**src/rtl/lcd_in_scaler.sv**
```systemverilog
// Purpose: decimates an RGB888 DE/VS LCD stream to OUT_H x OUT_V (nearest-neighbour DDA) and emits RGB565 FIFO writes.
// Latency: wr_req/wr_data are valid 2 clk after the pixel is on lcd_rgb_i; throughput 1 pixel/clk.
// Backpressure: none; the LCD source cannot stall. Optional macro LCD_SCALE_ROUND_EN selects rounding over truncation.
module lcd_in_scaler #(
   parameter int IN_H   = 800,
   parameter int IN_V   = 480,
   parameter int OUT_H  = 400,
   parameter int OUT_V  = 240,
   parameter int VS_POL = 1
)(
   input  logic        clk,
   input  logic        rst,
   input  logic        lcd_de_i,
   input  logic        lcd_vs_i,
   input  logic [23:0] lcd_rgb_i,
   output logic        fifo_clr,
   output logic        wr_req,
   output logic [15:0] wr_data,
   output logic [10:0] out_x,
   output logic [10:0] out_y,
   output logic        frame_done,
   output logic        line_short
);

   localparam logic [11:0] IN_H_W  = 12'(IN_H);
   localparam logic [11:0] IN_V_W  = 12'(IN_V);
   localparam logic [11:0] OUT_H_W = 12'(OUT_H);
   localparam logic [11:0] OUT_V_W = 12'(OUT_V);
   localparam logic [10:0] OUT_H_X = 11'(OUT_H);
   localparam logic [10:0] OUT_V_X = 11'(OUT_V);
   localparam logic        VS_ACT  = (VS_POL != 0);

   // stage 0 and one cycle of history
   logic        de_r, vs_r, de_q, vs_q;
   logic [23:0] rgb_r;

   // frame / line state
   logic        armed;
   logic        line_kept;
   logic [11:0] vacc, hacc;
   logic [10:0] x_cnt, y_cnt;

   // decisions for the pixel held in stage 0
   logic        vs_act, vs_act_q, frame_start, line_start, line_end, active;
   logic [11:0] vsum, hsum, hacc_cur;
   logic [10:0] x_cur;
   logic        keep_line, line_keep_now, keep_px, pix_wr;
   logic [4:0]  r5, b5;
   logic [5:0]  g6;

   // Capture raw LCD inputs and keep the previous DE/VS for edge detection
   always_ff @(posedge clk or posedge rst) begin
      if (rst) begin
         de_r  <= 1'b0;
         vs_r  <= 1'b0;
         de_q  <= 1'b0;
         vs_q  <= 1'b0;
         rgb_r <= 24'd0;
      end else begin
         de_r  <= lcd_de_i;
         vs_r  <= lcd_vs_i;
         de_q  <= de_r;
         vs_q  <= vs_r;
         rgb_r <= lcd_rgb_i;
      end
   end

   // Edge detection plus vertical and horizontal DDA decisions; a line-start pixel uses fresh hacc/x
   always_comb begin
      vs_act        = (vs_r == VS_ACT);
      vs_act_q      = (vs_q == VS_ACT);
      frame_start   = vs_act & ~vs_act_q;
      line_start    = de_r & ~de_q;
      line_end      = ~de_r & de_q;
      active        = armed & ~vs_act;
      vsum          = vacc + OUT_V_W;
      keep_line     = (vsum >= IN_V_W) && (y_cnt < OUT_V_X);
      line_keep_now = line_start ? keep_line : line_kept;
      hacc_cur      = line_start ? 12'd0 : hacc;
      x_cur         = line_start ? 11'd0 : x_cnt;
      hsum          = hacc_cur + OUT_H_W;
      keep_px       = (hsum >= IN_H_W) && (x_cur < OUT_H_X);
      pix_wr        = active & de_r & line_keep_now & keep_px;
   end

`ifdef LCD_SCALE_ROUND_EN
   logic [8:0] r_sum, g_sum, b_sum;

   // Round to nearest; a carry out of the 8-bit channel saturates to full scale
   always_comb begin
      r_sum = {1'b0, rgb_r[23:16]} + 9'd4;
      g_sum = {1'b0, rgb_r[15:8]}  + 9'd2;
      b_sum = {1'b0, rgb_r[7:0]}   + 9'd4;
      r5    = r_sum[8] ? 5'd31 : r_sum[7:3];
      g6    = g_sum[8] ? 6'd63 : g_sum[7:2];
      b5    = b_sum[8] ? 5'd31 : b_sum[7:3];
   end
`else
   logic [7:0] lsb_unused;

   // Truncate each channel to its MSBs; the dropped LSBs are intentionally unused
   always_comb begin
      r5         = rgb_r[23:19];
      g6         = rgb_r[15:10];
      b5         = rgb_r[7:3];
      lsb_unused = {rgb_r[18:16], rgb_r[9:8], rgb_r[2:0]};
   end
`endif

   // Frame/line sequencing, accumulators and registered FIFO-side outputs
   always_ff @(posedge clk or posedge rst) begin
      if (rst) begin
         armed      <= 1'b0;
         line_kept  <= 1'b0;
         vacc       <= 12'd0;
         hacc       <= 12'd0;
         x_cnt      <= 11'd0;
         y_cnt      <= 11'd0;
         fifo_clr   <= 1'b0;
         wr_req     <= 1'b0;
         wr_data    <= 16'd0;
         out_x      <= 11'd0;
         out_y      <= 11'd0;
         frame_done <= 1'b0;
         line_short <= 1'b0;
      end else begin
         fifo_clr   <= 1'b0;
         wr_req     <= 1'b0;
         frame_done <= 1'b0;
         if (frame_start) begin
            // frame start wins over any coincident pixel and aborts a line in flight
            fifo_clr   <= 1'b1;
            armed      <= 1'b1;
            line_kept  <= 1'b0;
            vacc       <= 12'd0;
            hacc       <= 12'd0;
            x_cnt      <= 11'd0;
            y_cnt      <= 11'd0;
            out_y      <= 11'd0;
            line_short <= 1'b0;
         end else if (active) begin
            if (line_start) begin
               vacc      <= keep_line ? (vsum - IN_V_W) : vsum;
               line_kept <= keep_line;
            end
            if (de_r && line_keep_now) begin
               hacc  <= keep_px ? (hsum - IN_H_W) : hsum;
               x_cnt <= x_cur + {10'd0, keep_px};
            end
            if (pix_wr) begin
               wr_req     <= 1'b1;
               wr_data    <= {r5, g6, b5};
               out_x      <= x_cur;
               frame_done <= (x_cur == OUT_H_X - 11'd1) && (y_cnt == OUT_V_X - 11'd1);
            end
            if (line_end && line_kept) begin
               line_kept <= 1'b0;
               y_cnt     <= y_cnt + 11'd1;
               // out_y stays on the last line index once the frame is full
               if (y_cnt + 11'd1 < OUT_V_X)
                  out_y <= y_cnt + 11'd1;
               if (x_cnt < OUT_H_X)
                  line_short <= 1'b1;
            end
         end
      end
   end

endmodule
```
**config.mk**
```make
export PLATFORM = sky130hd
export DESIGN_NAME = lcd_in_scaler
export DESIGN_NICKNAME = d
export VERILOG_FILES = /design/src/rtl/lcd_in_scaler.sv
export SDC_FILE = /design/constraint.sdc
export NUM_CORES = 1
export LEC_CHECK = 0
export ABC_CLOCK_PERIOD_IN_PS = 6600
export BUFFER_PORTS_ARGS = -buffer_cell sky130_fd_sc_hd__clkbuf_2
export CAP_MARGIN = 10
export CORE_ASPECT_RATIO = 0.9
export CORE_MARGIN = 4
export CORE_UTILIZATION = 32
export CTS_CLUSTER_SIZE = 25
export DETAILED_ROUTE_END_ITERATION = 16
export GPL_ROUTABILITY_DRIVEN = 0
export PLACE_DENSITY = 0.56
export SLEW_MARGIN = 20
export SYNTH_ARGS = -nofsm -noshare
export SYNTH_HDL_FRONTEND = slang
export SYNTH_SLANG_ARGS = --single-unit
```
**constraint.sdc**
```tcl
create_clock -name clk -period 6.6 [get_ports clk]
set_input_delay 1.98 -clock clk [delete_from_list [all_inputs] [get_ports clk]]
set_output_delay 1.98 -clock clk [all_outputs]
set_load 0.005 [all_outputs]
```
==> out/metrics.yaml, run 1 <==
route.detailed.drc: 0
route.met3.wl_microns: 398
fmax_ghz: 0.264
synth_top_family_by_area: "simple AND/OR/NAND/NOR gates"
ctsRootBufferMaster: "sky130_fd_sc_hd__clkbuf_16"
status: "finished clean"
post_synthesis_share_of_cell_area_spent_on_xor_and_xnor_gates: 0.0467
dieHeight_microns: 127
synthesis.instances: 486
post_synth_fa_ha_maj_area_fraction: 0.0198
postSynthRegisterBits: 106
yosys_warnings: 0
ffs_w_async_s_r_synth: 1.00
grt.overflow.total: 0
hpwl_after_dpl_microns: 7880
timing.hold.worst_path_depth: 0
cts.repair_timing.setup_buffer_count: 0
placementRows: 43
met2RoutedLength_microns: 5230
worstMarginPinSlew_ps: 936
finish.net_count: 578
m1WireLength_microns: 5410
fp.coreArea_sq_mm: 0.0155
layout.cell_area.non_filler_sq_mm: 0.00584
remaining_antenna_violation_count_after_routing: 0
r2r_setup_slk_ps: 2810
synth_simple_gate_area_frac: 0.178
area_growth_syn_to_layout_pct: 15.3
finalSetupViolCount: 0
ys_seq_area_frac: 0.524
grt_pass1_vias: 3737
leakage_nw: 2.71
rsz0062_at_grt: "false"
powerDensity_mw_per_mm2: 356
dieArea_sq_mm: 0.0179
vias_per_cell: 5.14
layout_worst_path_cycle_share: 0.574
min_period_ps: 3790
numCtsBuffers: 9
syn_avg_cell_area_sq_um: 10.4
drt_pass1_iterations: 5
maximum_fanout_along_the_worst_path: 16
clock_tree_from_tritoncts: "yes"
max_cap_viol: 0
hold_class: "flop to flop"
timing.hold.ws_ps: 408
multiInputGateArea_sq_mm: 0.00227
totalPowerFinal_mw: 2.08
io_buffer_count: 61
initial_core_util: 0.327
synthMuxAreaShare: 0.0561
clk_pin_slew_worst_paths_ps: 70
synthDistinctLibCells: 59
synth-edff-count: 0
globalRouteTotalUtil: 0.130
ratio_of_cells_with_drive_above_1_in_the_final_layout: 0.221
cts_htree_levels: 3
post_cts.resized_instances: 0
dieWidth_microns: 141
io_pins: 70
final_hold_viol_count: 0
detailedRoute.firstIterationViolations: 235
vdd_ir_drop_max_uv: 148
skew_ps: 8.83
final.fill_count: 1544
ff_latch_area_sq_mm: 0.00265
postRouteWirelength_microns: 11200
grt_start_max_net_pins: 75
setup_tns_ps: 0
dr_total_vias: 3849
area_fraction_in_compound_gates_after_synthesis: 0.148
final_max_slew_viol_count: 0
cts.path.max_buffers: 2
postPlaceCellArea_sq_mm: 0.00555
relSlewSlack: 0.376
number_of_antenna_cells_inserted: 0
synth.net_count: 522
netlist_area_sq_mm: 0.00507
required_ps: 6820
crit_path_end_kind: "flop"
worst-endpoint-arrival_ps: 4010
grt_first_pass_wirelength_microns: 19000
maxUsedRoutingLayer: "met4"
synth_top_flop_cell: "sky130_fd_sc_hd__dfrtp_1"
wl_per_cell_microns: 14.9
ctsHoldBuffers: 0
crit_type: "flop to flop"
worst_r2r_path_depth: 13
initial_antenna_violation_count: 0
cts.sinks: 106
crit_path_start_kind: "flop"
insertion_delay_ps: 350
==> path summary, 6_finish.rpt <==
| check | start | end |
|---|---|---|
| min | vs_act | vs_act_q |
| min reg2reg | vs_act | vs_act_q |
| max in group asynchronous | rst | x_cnt[7] |
| min in group asynchronous | rst | rgb_r[23] |
| max reg2reg | de_r | x_cnt[8] |
| max | de_r | x_cnt[8] |
==> Yosys cell counts, types with 12 or more instances <==
library cell / number / area, sq um
sky130_fd_sc_hd__a21oi_1: 21 / 105
sky130_fd_sc_hd__nand2_1: 46 / 173
sky130_fd_sc_hd__and3_1: 12 / 75.1
sky130_fd_sc_hd__and2_1: 13 / 81.3
sky130_fd_sc_hd__xnor2_1: 16 / 140
sky130_fd_sc_hd__clkbuf_1: 12 / 45.0
sky130_fd_sc_hd__nand3_1: 24 / 120
sky130_fd_sc_hd__nor2_1: 38 / 143
sky130_fd_sc_hd__dfrtp_1: 106 / 2650
sky130_fd_sc_hd__o21ai_0: 35 / 175
sky130_fd_sc_hd__mux2_2: 19 / 214
==> metrics by stage <==
stage                     utilization  cells  setup WS [ps]
after floorplan                     -    486           1830
after global placement          0.358    733           2920
after detailed placement        0.358    733           2830
after CTS                       0.377    749           2810
after global routing            0.377    749           2440
final                           0.377    749           2810
==> cells by family after synthesis <==
| group | Yosys count |
|---|---|
| fa+ha+maj | 8 |
| xor+xnor | 27 |
| simple gates | 181 |
| flops | 106 |
| buf+inv | 30 |
| compound gates | 110 |
| mux | 24 |
==> flip-flops by register name (all words and copies together) (netlist names), 8 cells and up <==
signal	flops
out_y	11
x_cnt	11
out_x	11
wr_data	16
rgb_r	16
hacc	12
vacc	8
y_cnt	11
==> worst max-delay path: stages (launching register included) <==
cell and delay (ps):
sky130_fd_sc_hd__dfrtp_1 490, sky130_fd_sc_hd__nand2b_1 380, sky130_fd_sc_hd__and2_1 320, sky130_fd_sc_hd__ha_1 350
sky130_fd_sc_hd__a311o_1 330, sky130_fd_sc_hd__a21o_1 280, sky130_fd_sc_hd__clkinv_4 100, sky130_fd_sc_hd__ha_1 220
sky130_fd_sc_hd__ha_1 200, sky130_fd_sc_hd__nand3_1 170, sky130_fd_sc_hd__nor3_1 410, sky130_fd_sc_hd__a31oi_1 130
sky130_fd_sc_hd__o21ai_0 180, sky130_fd_sc_hd__o31ai_1 90
==> per-layer routing <==
layer,up-vias,track usage
met1,1904,0.179
met3,9,0.0247
met4,0,0.0427
met2,79,0.208
met5,-,0
li1,1857,-
==> layout make-up <==
cell class,instances,area share
well taps,202,0.0433
multi-input cells,350,0.389
flip-flops and latches,106,0.454
inverters,11,0.00835
clock inverters,7,0.0111
clock buffers,9,0.0386
repair buffers,64,0.0561
==> where the power goes <==
group	internal (mW)	switching, mW	leakage (nW)
Sequential	0.744	0.107	1.41
Clock	0.263	0.257	0.137
Combinational	0.324	0.386	1.17
Total	1.33	0.750	2.71
==> cell usage in the layout (no fill, tap or decap), types with 3 or more instances in the layout <==
cell type                   Yosys  layout
sky130_fd_sc_hd__and2_1        13      13
sky130_fd_sc_hd__nand2b_1       5       5
sky130_fd_sc_hd__clkbuf_2       0      61
sky130_fd_sc_hd__buf_4          0       3
sky130_fd_sc_hd__xor2_1        11      11
sky130_fd_sc_hd__and3_1        12      12
sky130_fd_sc_hd__inv_1         10       9
sky130_fd_sc_hd__ha_1           8       8
sky130_fd_sc_hd__o2bb2ai_1      7       7
sky130_fd_sc_hd__nand4_1       11      11
sky130_fd_sc_hd__mux2_2        19      19
sky130_fd_sc_hd__nand2_1       46      46
sky130_fd_sc_hd__o21ai_0       35      35
sky130_fd_sc_hd__a21o_1         4       4
sky130_fd_sc_hd__o31ai_1        6       6
sky130_fd_sc_hd__nand3_1       24      24
sky130_fd_sc_hd__nor2_1        38      38
sky130_fd_sc_hd__a31oi_1       10      10
sky130_fd_sc_hd__a21oi_1       21      21
sky130_fd_sc_hd__nor3_1         6       6
sky130_fd_sc_hd__dfrtp_1      106     106
sky130_fd_sc_hd__clkbuf_16      0       9
sky130_fd_sc_hd__xnor2_1       16      16
sky130_fd_sc_hd__or3_1          6       6
sky130_fd_sc_hd__nor2b_1        6       6
sky130_fd_sc_hd__nor4_1         3       3
sky130_fd_sc_hd__mux2_4         4       4
(Power assumes the default switching activity.)
==> run 2, diff against run 1 <==
ABC_CLOCK_PERIOD_IN_PS = 3550   (was 6600)
clock period = 3.55 ns   (was 6.6 ns; I/O delays follow)
==> run 2 against run 1 <==
First-iteration DRC count down 8.1%. Global-route usage about the same. Fmax grew 15%. Final cell count increased by 1.1%. Critical path depth down 1. Critical endpoint is now x_cnt[6]. Highest routed layer unchanged. Largest cell class unchanged.
==> out/metrics.yaml, run 2 (synthesized netlist as in run 1, its figures left out) <==
number_of_antenna_cells_inserted: 0  # unchanged
numCtsBuffers: 9  # unchanged
worst_min_delay_path_startpoint: "vs_act"
min_period_ps: 3300  # -493 ps
crit_type: "flop to flop"
cts.path.max_buffers: 2  # unchanged
clock_tree_from_tritoncts: "yes"
hold_class: "flop to flop"
route.detailed.drc: 0  # unchanged
wl_per_cell_microns: 14.9  # -0.34%
fmax_ghz: 0.303  # +15%
post-place-ws_ps: 181  # -2650 ps
initial_core_util: 0.327  # unchanged
io_pins: 70  # unchanged
layout.cell_area.non_filler_sq_mm: 0.00593  # +1.4%
worst_r2r_path_depth: 12  # -1
final_hold_viol_count: 0  # unchanged
crit_path_end_kind: "flop"
crit_path_start_kind: "flop"
min_delay_worst_endpoint: "vs_act_q"
worstMarginPinSlew_ps: 799  # -137 ps
placementRows: 43  # unchanged
hpwl_after_dpl_microns: 8000  # +1.5%
leakage_nw: 2.76  # +1.9%
r2r_setup_slk_ps: 250  # -2560 ps
powerDensity_mw_per_mm2: 652  # +83%
maximum_fanout_along_the_worst_path: 6  # -10
globalRouteTotalUtil: 0.130  # -0.000333
grt_pass1_vias: 3817  # +2.1%
maxUsedRoutingLayer: "met4"
cts.sinks: 106  # unchanged
met2RoutedLength_microns: 5440  # +4.0%
worst-endpoint-arrival_ps: 3520  # -490 ps
route.met3.wl_microns: 337  # -15%
initial_antenna_violation_count: 0  # unchanged
remaining_antenna_violation_count_after_routing: 0  # unchanged
layout_worst_path_cycle_share: 0.929  # +0.355
timing.hold.ws_ps: 414  # +5.75 ps
insertion_delay_ps: 350  # about the same
dr_total_vias: 3864  # +0.39%
cts_htree_levels: 3  # unchanged
required_ps: 3770  # -3050 ps
dieHeight_microns: 127  # unchanged
io_buffer_count: 61  # unchanged
status: "finished clean"
timing.hold.worst_path_depth: 0  # unchanged
max_cap_viol: 0  # unchanged
commonest_cells_after_routing_fill_and_taps_aside: "sky130_fd_sc_hd__dfrtp_1, sky130_fd_sc_hd__clkbuf_2, sky130_fd_sc_hd__nand2_1, sky130_fd_sc_hd__nor2_1, sky130_fd_sc_hd__o21ai_0"
grt.overflow.total: 0  # unchanged
dieArea_sq_mm: 0.0179  # unchanged
vdd_ir_drop_max_uv: 249  # +69%
biggestRegsByFlops: "rgb_r: 16 flops, wr_data: 16 flops, hacc: 12 flops"
r2r-start: "de_q"
skew_ps: 11.9  # +3.09 ps
finalSetupViolCount: 0  # unchanged
final_max_slew_viol_count: 0  # unchanged
postRouteWirelength_microns: 11300  # +0.72%
ctsRootBufferMaster: "sky130_fd_sc_hd__clkbuf_16"
mostFrequentLayoutCell: "sky130_fd_sc_hd__dfrtp_1"
drt_pass1_iterations: 4  # -1
m1WireLength_microns: 5380  # -0.59%
area_growth_syn_to_layout_pct: 17.0
postPlaceCellArea_sq_mm: 0.00565  # +1.7%
rsz0062_at_grt: "false"
ratio_of_cells_with_drive_above_1_in_the_final_layout: 0.234  # +0.0130
clk_pin_slew_worst_paths_ps: 70  # about the same
relSlewSlack: 0.466  # +0.0901
r2r_end: "x_cnt[6]"
vias_per_cell: 5.10  # -0.67%
setup_tns_ps: 0  # unchanged
detailedRoute.firstIterationViolations: 216  # -8.1%
grt_start_max_net_pins: 40  # -47%
dieWidth_microns: 141  # unchanged
totalPowerFinal_mw: 3.86  # +85%
finalWorstSetupSlack_ps: 252  # -2560 ps
grt_first_pass_wirelength_microns: 18900  # -0.51%
finish.net_count: 587  # +1.6%
fp.coreArea_sq_mm: 0.0155  # unchanged
run 2: through the flow:
step,util,std cells
2_1_floorplan,-,486
3_3_place_gp,0.364,742
3_5_place_dp,0.364,742
4_1_cts,0.382,757
5_1_grt,0.382,757
6_report,0.382,757
run 2: report_power, final:
group / switching (mW) / leakage (nW) / internal [mW] / total (mW)
Combinational: 0.726 / 1.21 / 0.615 / 1.34
Clock: 0.441 / 0.140 / 0.497 / 0.938
Sequential: 0.197 / 1.41 / 1.38 / 1.58
run 2: layout make-up:
class / count / area (sq um)
Fill cell: 1518 / 9570
Multi-Input combinational cell: 350 / 2270
Sequential cell: 106 / 2650
Clock buffer: 10 / 239
Tap cell: 202 / 253
Clock inverter: 5 / 36.3
Timing Repair Buffer: 73 / 420
Inverter: 11 / 50.0
run 2: critical path, cell delays in order (launching register included):
cell                        delay [ps]
sky130_fd_sc_hd__dfrtp_1           420
sky130_fd_sc_hd__nand2b_1          230
sky130_fd_sc_hd__and2_1            210
sky130_fd_sc_hd__ha_1              340
sky130_fd_sc_hd__a311o_1           320
sky130_fd_sc_hd__a21o_1            270
sky130_fd_sc_hd__clkinv_4          100
sky130_fd_sc_hd__ha_1              220
sky130_fd_sc_hd__ha_1              210
sky130_fd_sc_hd__nand3_1           160
sky130_fd_sc_hd__or3_1             400
sky130_fd_sc_hd__o2111ai_1         190
sky130_fd_sc_hd__o31ai_1           100
run 2: routing by layer:
layer	vias up	global-route usage
met3	6	0.0269
li1	1869	-
met2	68	0.203
met5	-	0
met1	1921	0.182
met4	0	0.0416
run 2: worst max path at each step:
stage / from / to / slack, ps / cells after the start
after floorplan: de_q / x_cnt[8] / 330 / 14
final: de_q / x_cnt[6] / 250 / 12
after CTS: de_q / x_cnt[8] / 160 / 13
after detailed placement: de_q / x_cnt[8] / 180 / 13
after global placement: de_q / x_cnt[10] / 230 / 13
after global routing: de_q / x_cnt[10] / 10 / 13
run 2: repair_timing:
item,4_1_cts,5_1_grt
buffers inserted,0,0
hold buffers,0,0
gates resized for setup,0,1
setup endpoints to repair,0,2
hold endpoints to repair,0,0
==> run 3, diff against run 2 <==
CELL_PAD_IN_SITES_DETAIL_PLACEMENT = 0   (was unset)
CELL_PAD_IN_SITES_GLOBAL_PLACEMENT = 1   (was unset)
PLACE_DENSITY = 0.66   (was 0.56)
==> run 3 against run 2 <==
Fmax fell by 0.12%. Flip-flop and latch count did not move. Setup slack got worse by 4.1 ps. Combinational power barely moved. Die area did not move. Largest cell class unchanged. Highest routed layer unchanged.
==> out/metrics.yaml, run 3 (synthesized netlist as in run 1, its figures left out) <==
dr_total_vias: 3835  # -0.75%
number_of_antenna_cells_inserted: 0  # unchanged
worst_setup_path_startpoint: "de_q"
drt_pass1_iterations: 5  # +1
layout_worst_path_cycle_share: 0.930  # +0.00116
hpwl_after_dpl_microns: 8120  # +1.5%
relSlewSlack: 0.503  # +0.0366
multiInputGateArea_sq_mm: 0.00227  # unchanged
post-route-util: 0.385  # +0.00250
grt_first_pass_wirelength_microns: 19000  # +0.40%
maximum_fanout_along_the_worst_path: 6  # unchanged
totalPowerFinal_mw: 3.96  # +2.7%
crit_path_start_kind: "flop"
min_period_ps: 3300  # +4.12 ps
cts.sinks: 106  # unchanged
post-place-ws_ps: 167  # -14.5 ps
globalRouteTotalUtil: 0.132  # +0.00162
skew_ps: 11.4  # -0.482 ps
ctsRootBufferMaster: "sky130_fd_sc_hd__clkbuf_16"
grt_start_max_net_pins: 41  # +2.5%
detailedRoute.firstIterationViolations: 181  # -16%
status: "finished clean"
rsz0062_at_grt: "false"
area_growth_syn_to_layout_pct: 17.7
max_cap_viol: 0  # unchanged
dieHeight_microns: 127  # unchanged
worst_r2r_path_depth: 12  # unchanged
placementRows: 43  # unchanged
mostFrequentLayoutCell: "sky130_fd_sc_hd__dfrtp_1"
worst_setup_path_endpoint: "x_cnt[6]"
initial_core_util: 0.327  # unchanged
cts.path.max_buffers: 2  # unchanged
route.detailed.drc: 0  # unchanged
final_max_slew_viol_count: 0  # unchanged
worstMarginPinSlew_ps: 744  # -54.8 ps
fmax_ghz: 0.303  # -0.12%
dieArea_sq_mm: 0.0179  # unchanged
remaining_antenna_violation_count_after_routing: 0  # unchanged
cts.repair_timing.setup_buffer_count: 0  # unchanged
grt.overflow.total: 0  # unchanged
cts_htree_levels: 3  # unchanged
finalWorstSetupSlack_ps: 248  # -4.12 ps
r2r_end: "x_cnt[6]"
ratio_of_cells_with_drive_above_1_in_the_final_layout: 0.236  # +0.00138
powerDensity_mw_per_mm2: 665  # +2.0%
r2r-start: "de_q"
leakage_nw: 2.78  # +0.50%
biggestRegsByFlops: "rgb_r: 16 flops, wr_data: 16 flops, hacc: 12 flops"
initial_antenna_violation_count: 0  # unchanged
setup_tns_ps: 0  # unchanged
fp.coreArea_sq_mm: 0.0155  # unchanged
postRouteWirelength_microns: 11300  # +0.33%
crit_path_end_kind: "flop"
dieWidth_microns: 141  # unchanged
ff_latch_area_sq_mm: 0.00265  # unchanged
vdd_ir_drop_max_uv: 307  # +23%
vias_per_cell: 5.06  # -0.88%
grt_pass1_vias: 3754  # -1.7%
commonest_cells_after_routing_fill_and_taps_aside: "sky130_fd_sc_hd__dfrtp_1, sky130_fd_sc_hd__clkbuf_2, sky130_fd_sc_hd__nand2_1, sky130_fd_sc_hd__nor2_1, sky130_fd_sc_hd__o21ai_0"
io_pins: 70  # unchanged
r2r_setup_slk_ps: 250  # about the same
finalSetupViolCount: 0  # unchanged
crit_type: "flop to flop"
clock_tree_from_tritoncts: "yes"
final.fill_count: 1556  # +2.5%
worst-endpoint-arrival_ps: 3540  # +20 ps
hold_class: "flop to flop"
insertion_delay_ps: 360  # about the same
wl_per_cell_microns: 14.9  # +0.20%
required_ps: 3790  # +20 ps
clk_pin_slew_worst_paths_ps: 80  # about the same
numCtsBuffers: 9  # unchanged
finish.net_count: 587  # unchanged
io_buffer_count: 61  # unchanged
final_hold_viol_count: 0  # unchanged
run 3: cell types whose count changed in the layout (fill, tap and decap cells not counted), sizes merged:
cell    delta
clkbuf     -1
inv        +2
run 3: critical path, stage by stage, from the launching register on:
cell                        delay [ps]
sky130_fd_sc_hd__dfrtp_1           430
sky130_fd_sc_hd__nand2b_1          220
sky130_fd_sc_hd__and2_1            200
sky130_fd_sc_hd__ha_1              340
sky130_fd_sc_hd__a311o_1           320
sky130_fd_sc_hd__a21o_1            270
sky130_fd_sc_hd__clkinv_4          100
sky130_fd_sc_hd__ha_1              220
sky130_fd_sc_hd__ha_1              210
sky130_fd_sc_hd__nand3_1           160
sky130_fd_sc_hd__or3_1             410
sky130_fd_sc_hd__o2111ai_1         190
sky130_fd_sc_hd__o31ai_1           100
run 3: per-stage QoR:
| step | hold slack (ps) | area [sq um] | instances |
|---|---|---|---|
| floorplan | 375 | 5070 | 486 |
| global placement | 392 | 5650 | 742 |
| detailed placement | 406 | 5650 | 742 |
| CTS | 419 | 5960 | 758 |
| global route | 421 | 5960 | 758 |
| finish | 415 | 5960 | 758 |
run 3: report_power, final:
group / internal [mW] / switching (mW) / leakage (nW)
Sequential: 1.38 / 0.198 / 1.41
Combinational: 0.618 / 0.726 / 1.21
Clock: 0.513 / 0.526 / 0.153
run 3: metal layers:
layer,routed length (microns),vias to the layer above,share of wire,global-route usage
met4,119,0,0.011,0.0308
met3,438,11,0.039,0.0371
met1,5490,1893,0.49,0.183
li1,-,1866,-,-
met5,0,-,0,0
met2,5250,65,0.46,0.206
run 3: what timing repair did:
| action | CTS | global route |
|---|---|---|
| hold endpoints to repair | 0 | 0 |
| setup endpoints to repair | 0 | 2 |
| hold buffers | 0 | 0 |
| gates resized for setup | 0 | 1 |
run 3: cell type report:
| type | instances | share of cell area |
|---|---|---|
| clock buffers | 9 | 0.0378 |
| clock inverters | 7 | 0.0149 |
| inverters | 11 | 0.00839 |
| multi-input cells | 350 | 0.381 |
| flip-flops and latches | 106 | 0.445 |
| well taps | 202 | 0.0424 |
| repair buffers | 73 | 0.0705 |
run 3: how the worst min path moves through the flow:
stage	start	endpoint	cells past startpoint
after global routing	vs_act	vs_act_q	0
after floorplan	vs_act	vs_act_q	0
after CTS	vs_act	vs_act_q	0
final	vs_act	vs_act_q	0
after global placement	vs_act	vs_act_q	0
after detailed placement	vs_act	vs_act_q	0
